## config.mk

```make
export PLATFORM = sky130hd
export DESIGN_NAME = mips_mem_arbiter
export DESIGN_NICKNAME = d
export VERILOG_FILES = /design/src/rtl/mips_mem_arbiter.sv
export SDC_FILE = /design/constraint.sdc
export NUM_CORES = 1
export LEC_CHECK = 0
export ABC_AREA = 1
export BUFFER_PORTS_ARGS = -buffer_cell sky130_fd_sc_hd__buf_2
export CAP_MARGIN = 20
export CORE_MARGIN = 8
export CORE_UTILIZATION = 40
export DETAILED_ROUTE_END_ITERATION = 7
export GPL_TIMING_DRIVEN = 0
export PLACE_DENSITY = 0.76
export SLEW_MARGIN = 5
export SYNTH_ARGS = -nofsm -noshare
export SYNTH_HDL_FRONTEND = slang
export SYNTH_SLANG_ARGS = --single-unit
```

## constraint.sdc

```tcl
create_clock -name clk_i -period 1.5 [get_ports clk_i]
set_clock_uncertainty 0.15 [all_clocks]
set_input_delay 0.075 -clock clk_i [delete_from_list [all_inputs] [get_ports clk_i]]
set_output_delay 0.075 -clock clk_i [all_outputs]
set_load 0.1 [all_outputs]
```

## src/rtl/mips_mem_arbiter.sv

```systemverilog
// Round-robin arbiter sharing one single-port memory between instruction fetch
// and data access; fixed 4-cycle transaction (IDLE, ISSUE, WAIT, DONE).
module mips_mem_arbiter #(
  parameter int unsigned ADDR_W = 32,
  parameter int unsigned DATA_W = 32,
  parameter int unsigned CNT_W  = 16
) (
  input  logic              clk_i,
  input  logic              rst_n_i,
  input  logic              if_req_i,
  input  logic [ADDR_W-1:0] if_addr_i,
  output logic [DATA_W-1:0] if_rdata_o,
  output logic              if_ready_o,
  input  logic              d_req_i,
  input  logic              d_we_i,
  input  logic [ADDR_W-1:0] d_addr_i,
  input  logic [DATA_W-1:0] d_wdata_i,
  output logic [DATA_W-1:0] d_rdata_o,
  output logic              d_ready_o,
  output logic              mem_en_o,
  output logic              mem_we_o,
  output logic [ADDR_W-1:0] mem_addr_o,
  output logic [DATA_W-1:0] mem_wdata_o,
  input  logic [DATA_W-1:0] mem_rdata_i,
  output logic              cpu_stall_o,
  output logic [CNT_W-1:0]  if_count_o,
  output logic [CNT_W-1:0]  d_count_o
);

  typedef enum logic [1:0] {S_IDLE, S_ISSUE, S_WAIT, S_DONE} state_e;
  typedef enum logic {OWN_I, OWN_D} owner_e;

  state_e             state_q, state_d;
  owner_e             owner_q, owner_d;
  owner_e             last_q, last_d;
  logic [ADDR_W-1:0]  addr_q, addr_d;
  logic               we_q, we_d;
  logic [DATA_W-1:0]  wdata_q, wdata_d;
  logic [DATA_W-1:0]  if_rdata_q, if_rdata_d;
  logic [DATA_W-1:0]  d_rdata_q, d_rdata_d;
  logic [CNT_W-1:0]   if_cnt_q, if_cnt_d;
  logic [CNT_W-1:0]   d_cnt_q, d_cnt_d;

  always_ff @(posedge clk_i or negedge rst_n_i) begin
    if (!rst_n_i) begin
      state_q    <= S_IDLE;
      owner_q    <= OWN_I;
      last_q     <= OWN_D;
      addr_q     <= '0;
      we_q       <= 1'b0;
      wdata_q    <= '0;
      if_rdata_q <= '0;
      d_rdata_q  <= '0;
      if_cnt_q   <= '0;
      d_cnt_q    <= '0;
    end else begin
      state_q    <= state_d;
      owner_q    <= owner_d;
      last_q     <= last_d;
      addr_q     <= addr_d;
      we_q       <= we_d;
      wdata_q    <= wdata_d;
      if_rdata_q <= if_rdata_d;
      d_rdata_q  <= d_rdata_d;
      if_cnt_q   <= if_cnt_d;
      d_cnt_q    <= d_cnt_d;
    end
  end

  always_comb begin
    state_d    = state_q;
    owner_d    = owner_q;
    last_d     = last_q;
    addr_d     = addr_q;
    we_d       = we_q;
    wdata_d    = wdata_q;
    if_rdata_d = if_rdata_q;
    d_rdata_d  = d_rdata_q;
    if_cnt_d   = if_cnt_q;
    d_cnt_d    = d_cnt_q;
    unique case (state_q)
      S_IDLE: begin
        if (if_req_i || d_req_i) begin
          // On a tie the requester that did not win last time is served
          if (if_req_i && d_req_i) owner_d = (last_q == OWN_I) ? OWN_D : OWN_I;
          else if (d_req_i)        owner_d = OWN_D;
          else                     owner_d = OWN_I;
          last_d  = owner_d;
          addr_d  = (owner_d == OWN_D) ? d_addr_i : if_addr_i;
          we_d    = (owner_d == OWN_D) && d_we_i;
          wdata_d = d_wdata_i;
          state_d = S_ISSUE;
        end
      end
      S_ISSUE: state_d = S_WAIT;
      S_WAIT: begin
        state_d = S_DONE;
        if (!we_q) begin
          if (owner_q == OWN_I) if_rdata_d = mem_rdata_i;
          else                  d_rdata_d  = mem_rdata_i;
        end
      end
      S_DONE: begin
        state_d = S_IDLE;
        if (owner_q == OWN_I) begin
          if (if_cnt_q != '1) if_cnt_d = if_cnt_q + CNT_W'(1);
        end else begin
          if (d_cnt_q != '1) d_cnt_d = d_cnt_q + CNT_W'(1);
        end
      end
      default: state_d = S_IDLE;
    endcase
  end

  assign mem_en_o    = (state_q == S_ISSUE);
  assign mem_we_o    = (state_q == S_ISSUE) && we_q;
  assign mem_addr_o  = addr_q;
  assign mem_wdata_o = wdata_q;
  assign if_ready_o  = (state_q == S_DONE) && (owner_q == OWN_I);
  assign d_ready_o   = (state_q == S_DONE) && (owner_q == OWN_D);
  assign if_rdata_o  = if_rdata_q;
  assign d_rdata_o   = d_rdata_q;
  assign if_count_o  = if_cnt_q;
  assign d_count_o   = d_cnt_q;
  assign cpu_stall_o = (if_req_i && !if_ready_o) || (d_req_i && !d_ready_o);

endmodule
```

; ---- Word-level counts from Yosys, hierarchy flattened
; Index checks and enable logic that the tools add are counted.
[word_totals]
reg_bits = 165
latch_bits = 0
ram_bits = 0
mem_bits_ro = 0
word_cells = 45
memories = 0
[op_classes]
add_sub_neg = 2
multipliers = 0
n_div = 0
n_lt_le_gt_ge = 0
n_eq_ne = 6
shift = 0
mux = 8
bitwise_logic = 2
reduce_logical = 17
[ops]
columns = cell, count
row1 = $add A16 B1 Y16 const B, 2
row2 = $mux W32, 1
row3 = $ne A16 B16 Y1 const B, 2
row4 = $reduce_and A3 Y1, 4
row5 = $pmux W2 S4, 1
row6 = $logic_and A1 B1 Y1, 7
row7 = $mux W1, 5
row8 = $eq A2 B2 Y1 const B, 2
row9 = $eq A2 B1 Y1 const B, 1
row10 = $logic_not A1 Y1, 2
row11 = $logic_not A2 Y1, 1
row12 = $logic_or A1 B1 Y1, 2
row13 = $mux W2, 1
row14 = $ne A2 B2 Y1 const B, 1
row15 = $not A1 Y1, 2
row16 = $reduce_and A2 Y1, 1

; ---- Logic depth before layout (Yosys ltp)
; Gate-level depths: netlist of run 1.
[logic_depth]
word_depth = 5
depth_mapped = 9

; ---- Worst setup path before layout of run 1
; No wires, ideal clock.
[synth_path]
path_kind = reg-to-output
start = register state_q[0]
end = output port cpu_stall_o
arrival_time_ns = 2.778
required_time_ns = 1.275
path_slack_ns = -1.503
stages_incl_launch_ff = 5
path_buffers = 0
cell_sequence = dfrtp_1 ha_1 nand2_1 inv_1 o22ai_1
[synth_via]
elab_chain_cells = 5
word_cells_on_any_way = 8
classes_between = 1 x eq/ne / 7 x reduce/logical
[synth_lines]
columns = element, line_no
row1 = start: declaration, 33  ; state_e state_q, state_d;
row2 = start signal: assignment, 57  ; state_q <= state_d;
row3 = $eq A2 B2 Y1, 120  ; assign d_ready_o = (state_q == S_DONE) && (owner_q == OWN_D);
row4 = $logic_and A1 B1 Y1, 120
row5 = named net d_ready_o, 19  ; output logic d_ready_o,
row6 = $logic_not A1 Y1, 125  ; assign cpu_stall_o = (if_req_i && !if_ready_o) || (d_req_i && !d_ready_o);
row7 = $logic_and A1 B1 Y1, 125
row8 = $logic_or A1 B1 Y1, 125
row9 = end: declaration, 25  ; output logic cpu_stall_o,
; The timed path passes the listed nets, and every way through them passes these cells.

; ---- Worst setup path after layout of run 1
[layout_path]
start = register state_q[1]
end = output port cpu_stall_o
[layout_via]
elab_chain_cells = 5
word_cells_on_any_way = 8
classes_between = 1 x eq/ne / 7 x reduce/logical
[layout_lines]
columns = element, line_no
row1 = $eq A2 B2 Y1 (*), "119, 120"
row2 = "$logic_and A1 B1 Y1, on equally long branches", "119, 120"
row3 = $logic_not A1 Y1, 125
row4 = $logic_and A1 B1 Y1, 125
row5 = $logic_or A1 B1 Y1 (*), 125
; Every way passes the cells marked *; elsewhere a longest branch is shown, timed or not.

==> out/results.tsv, run 1 <==
metric	value	unit
final setup vio count	171	
violations in the final reports	setup timing	
Synth top area share	56.3	%
cell taking the most area after synthesis	dfrtp_1	
post-synth cell types	28	
Crit Path Class	reg -> out	
largest net degree at the start of global routing	89	
Initial DRC Count	409	
run status	finished with violations	
# clock sinks	165	
Post-Synthesis Cells	854	
#FFs+latches synth	165	
Synth Cell Area	0.00729	mm2
share of layout cells above drive strength 1	37.2	%
final net count	1478	
Setup WS post-layout	-0.316	ns
initial antenna violation count	5	
Core Util, Final	67.8	%
Final ANT Viol Nets	0	
worst stage delay on the critical path	0.43	ns
CP max-delay cell	dfrtp_1	
met2 GRT Util	39.7	%
EDFF count, synth	0	
Yosys warnings	0	
Die H	151	um
Crit Path Max Fanout	3	
WP depth	5	
family with the most delay on the worst path	flip-flops	
Die ar.	0.0228	mm2
Slew HR	59.2	%
Via Count	7949	
fmax	551	MHz
RSZ-0062 raised after global routing	true	
Pins Over Slew Limit	0	
Buffers on Ports	297	
crit end category	output port	
Post-Route WL	27.7	mm
CP cell instances	ha_4 > nand2_4 > clkinvlp_4 > o22ai_4 > buf_12	
Initial Utilization	40.7	%
CTS tree	built	
die width	151	um
top_reg_cell synth	dfrtp_1	
Root Driver	clkbuf_16	
final period utilization	121	%
Least-Margin Pin Slew	0.612	ns
GRT overflow	0	
Core Area	0.0179	mm2
Avg WL per Cell	17.5	um
area added between synthesis and finish	66.5	%
Setup WS pre-CTS	-0.513	ns
H-tree lvl count	4	
first-pass GRT wire length	43.4	mm
endpoints failing hold	0	
Buf+Inv Stages, Crit Path	2	
post-detail-place hpwl	17.1	mm
std cell rows	49	
vias per inst	5.01	
Async SR Flop Fraction	100	%
Final Wtd Congestion	0.852	
top cells by count, synth	nand2_1 (297), dfrtp_1 (164), o21ai_0 (111)	
CP Data Required Time	1.27	ns
sequential fraction of the synthesis area	56.6	%
drt first pass iters	5	
Net Count, Synth	994	
vias in the first global route	8340	
synthesized area per cell	8.54	um2
GR Util All Layers	24.4	%
worst hold path class	in -> async	
CTS clock-pin slew for the worst setup and hold paths	0.07	ns
cells on worst reg2reg path	10	
drt drc	0	
Tmin final	1.82	ns
GR Util met3	7.08	%
Num CTS Buffers	17	
Synth area leaders	dfrtp_1 (56%), nand2_1 (15%), o21ai_0 (7.6%), inv_1 (3.4%), nor2_1 (3.2%)	
clock buffer depth	2	
worst-skew pair later-pin latency	0.43	ns
Critical Path AT	1.59	ns
most common cell in the netlist	nand2_1	
busiest layer in global routing	met2	
I/O pin total	298	
met1 usage	27.9	%
Startpoint Class	register	
max_cap viols	0	
## final timing paths
check                                 end  slack (ns)           from
hold / removal             mem_addr_o[15]        0.05        rst_n_i
setup reg to reg           mem_addr_o[20]       -0.29     state_q[0]
setup / recovery              cpu_stall_o       -0.32     state_q[1]
min in group clk_i          mem_addr_o[2]        0.19        d_req_i
hold reg to reg             if_rdata_o[2]        0.33  if_rdata_o[2]
max in group asynchronous  if_rdata_o[24]        0.28        rst_n_i
## routing by layer
metal | vias up | wire length (um)
met4 | 0 | 1380
met3 | 112 | 2190
li1 | 3688 | -
met5 | - | 0
met2 | 378 | 13700
met1 | 3771 | 10400
## stage by stage
stage | hold WS, ns | instance area [um2] | instances | setup TNS (ns)
floorplan | -0.371 | 7450 | 854 | -14.49
global placement | 0.119 | 9220 | 1380 | -448.08
detailed placement | -0.0536 | 9260 | 1381 | -45.75
CTS | 0.0838 | 11900 | 1569 | -29.63
global route | 0.117 | 12100 | 1585 | -45.49
finish | 0.0531 | 12100 | 1586 | -29.14
## timing repair
action                                 4_1_cts  5_1_grt
resized for setup                          147       57
hold buffers                               132        0
setup endpoints to repair                  195      212
cloned                                      10        2
endpoints found under the hold margin      208        0
setup buffers                               14       10
pin swaps                                    9       11
## sequential cells by signal, indices dropped and copies added (netlist names)
signal and flops:
state_q 2, mem_addr_o 32, mem_wdata_o 32, d_rdata_o 32
if_count_o 16, we_q 1, if_rdata_o 32, owner_q 1
last_q 1, d_count_o 16
## placed cells by master, fill, tap and decap left out, types with 12 or more instances in the layout
cell | netlist | layout
dlygate4sd3_1 | 0 | 132
dfrtp_1 | 164 | 132
o21ai_2 | 10 | 16
buf_2 | 16 | 280
buf_4 | 2 | 26
buf_6 | 3 | 18
o21ai_1 | 26 | 61
clkbuf_16 | 0 | 19
dfrtp_2 | 0 | 22
inv_1 | 67 | 61
o21ai_0 | 111 | 70
nor2_1 | 63 | 59
nand2_2 | 11 | 14
nand2_1 | 297 | 289
nand3_1 | 14 | 12
## logic make-up (layout without fill, tap and decap cells)
group,count (synthesis),count (layout),synth area share [%]
xor+xnor,14,14,1.68
buf+inv,104,599,6.04
other cells,0,6,0
simple gates,412,414,23.3
fa+ha+maj,7,7,1.20
flops,165,165,56.6
compound gates,152,152,11.1
## final cells by class
type	count	area, um2
fill	1299	5760
sequential	165	4200
timing repair buffer	463	3340
multi-input combinational	587	2970
clock buffer	18	439
buffer	35	430
tap	229	287
inverter	69	282
clock inverter	14	185
antenna	6	15.0
Power of run 1 is not shown: default switching activity piles up to over one toggle a cycle in this logic, so the estimate is an artifact.
==> run 2, diff against run 1 <==
--- a/config.mk
+++ b/config.mk
@@ -12,7 +12,7 @@
 export CORE_UTILIZATION = 40
 export DETAILED_ROUTE_END_ITERATION = 7
 export GPL_TIMING_DRIVEN = 0
-export PLACE_DENSITY = 0.76
+export PLACE_DENSITY = 0.71
 export SLEW_MARGIN = 5
 export SYNTH_ARGS = -nofsm -noshare
 export SYNTH_HDL_FRONTEND = slang
==> run 2 against run 1 <==
Flip-flop and latch count did not move. Largest cell class is now non-clock buffers. The run ends with hold timing, setup timing left. Cell area rose by 4.3%. Worst setup slack got worse by 0.0079 ns. Register-to-register slack improved by 0.03 ns. Sequential share of layout area fell by 1.4 points. Via count rose by 2.3%. Non-clock buffer count rose by 34. Global-route usage rose by 0.49 points. Core utilization rose by 2.9 points. Die area did not move. Critical endpoint unchanged. First-iteration DRC count rose by 1.7%. Hold slack got worse by 0.097 ns.
==> out/results.tsv, run 2 (same netlist as run 1, synthesis figures left out) <==
metric	value	unit
vias per inst	5.03	
Least-Margin Pin Slew	0.703	ns
worst hold path class	in -> reg	
Post-Route WL	28.8	mm
Root Driver	clkbuf_16	
Critical Path AT	1.60	ns
CP cell instances	ha_4 > nand2_4 > clkinvlp_4 > o22ai_4 > buf_12	
Crit Path Class	reg -> out	
die width	151	um
fmax	548	MHz
# clock sinks	165	
violations in the final reports	hold timing, setup timing	
worst stage delay on the critical path	0.43	ns
CTS clock-pin slew for the worst setup and hold paths	0.07	ns
drt first pass iters	5	
Layout Cell Area excl Fill	0.0127	mm2
Slew HR	53.2	%
Initial Utilization	40.7	%
Via Count	8130	
Final Wtd Congestion	0.873	
Tmin final	1.82	ns
share of layout cells above drive strength 1	40.3	%
commonest non-fill, non-tap cells in the layout	nand2_1 (279), buf_2 (240), dfrtp_1 (132), dlygate4sd3_1 (132), o21ai_1 (71)	
worst-skew pair later-pin latency	0.42	ns
Hold WS	-0.0437	ns
final net count	1512	
Setup WS post-layout	-0.324	ns
first-pass GRT wire length	44.2	mm
Crit Path Max Fanout	3	
DP Area	0.00926	mm2
std cell rows	49	
area added between synthesis and finish	73.7	%
family with the most delay on the worst path	flip-flops	
Buf+Inv Stages, Crit Path	2	
clock buffer depth	2	
Core Area	0.0179	mm2
vias in the first global route	8650	
Buffers on Ports	297	
CP Data Required Time	1.27	ns
Die ar.	0.0228	mm2
Core Util, Final	70.8	%
CTS tree	built	
crit end category	output port	
Num CTS Buffers	17	
cts-stage hold buffer count	132	
initial antenna violation count	1	
max_cap viols	0	
commonest non-fill, non-tap cell in the layout	nand2_1	
H-tree lvl count	4	
final period utilization	122	%
drt drc	0	
non-filler cells, final	1615	
Setup WS pre-CTS	-0.555	ns
endpoints failing hold	2	
Final ANT Viol Nets	0	
final setup vio count	165	
Startpoint Class	register	
Pins Over Slew Limit	0	
Die H	151	um
placed insts	1381	
post-detail-place hpwl	17.4	mm
GR Util All Layers	24.9	%
Avg WL per Cell	17.8	um
CP max-delay cell	dfrtp_1	
Initial DRC Count	416	
GRT overflow	0	
run status	finished with violations	
I/O pin total	298	
largest net degree at the start of global routing	93	
RSZ-0062 raised after global routing	true	
run 2: changes by cell type in the layout (fill, tap and decap cells not counted), sizes merged:
cell,previous run,this run
clkinvlp,4,3
bufinv,2,0
clkbuf,38,54
clkinv,3,7
bufbuf,1,3
buf,345,360
diode,6,1
run 2: worst register-to-register path, stage by stage (launching register included):
cell and delay (ns):
dfrtp_1 0.42, buf_4 0.16, inv_6 0.07, ha_4 0.19, nand3_4 0.15, buf_6 0.19
clkbuf_8 0.16, nand2_1 0.07, o21ai_0 0.09
run 2: worst paths after layout:
check                                      from               to  slack, ns  cells after the start
worst max register to register       state_q[0]    d_rdata_o[16]      -0.26                      8
worst max-delay path                 state_q[1]      cpu_stall_o      -0.32                      5
max in group asynchronous               rst_n_i    d_count_o[11]       0.26                      3
worst min register to register  mem_wdata_o[16]  mem_wdata_o[16]       0.33                      2
min in group asynchronous               rst_n_i   mem_wdata_o[0]       0.07                      2
worst min-delay path                   if_req_i    mem_addr_o[2]      -0.04                      4
run 2: final cells by class:
class | instances | area [um2]
fillers | 1258 | 5240
flip-flops and latches | 165 | 4200
repair buffers | 497 | 3810
multi-input cells | 587 | 3080
clock buffers | 17 | 425
plain buffers | 35 | 424
well taps | 229 | 287
inverters | 69 | 282
clock inverters | 15 | 163
diodes | 1 | 2.50
run 2: routing by layer:
layer  up-vias  share of wire [%]  global-route usage (%)
li1       3749                  -                       -
met1      3891                 37                    28.3
met2       398                 51                    41.9
met3        92                7.7                    7.11
met4         0                4.3                    13.0
met5         -                  0                       0
run 2: per-stage QoR:
| stage | setup TNS (ns) | hold slack (ns) |
|---|---|---|
| after floorplan | -14.49 | -0.371 |
| after global placement | -451.16 | 0.117 |
| after detailed placement | -46.08 | -0.0109 |
| after CTS | -21.64 | -0.0656 |
| after global routing | -36.29 | -0.0440 |
| final | -24.69 | -0.0437 |
run 2: repair_timing:
| action | CTS | global route |
|---|---|---|
| gates resized for setup | 213 | 106 |
| cloned | 18 | 0 |
| setup endpoints to repair | 195 | 199 |
| hold endpoints to repair | 222 | 2 |
| pin swaps | 21 | 22 |
| buffers inserted | 35 | 17 |
Power of run 2 is left out for the same reason.
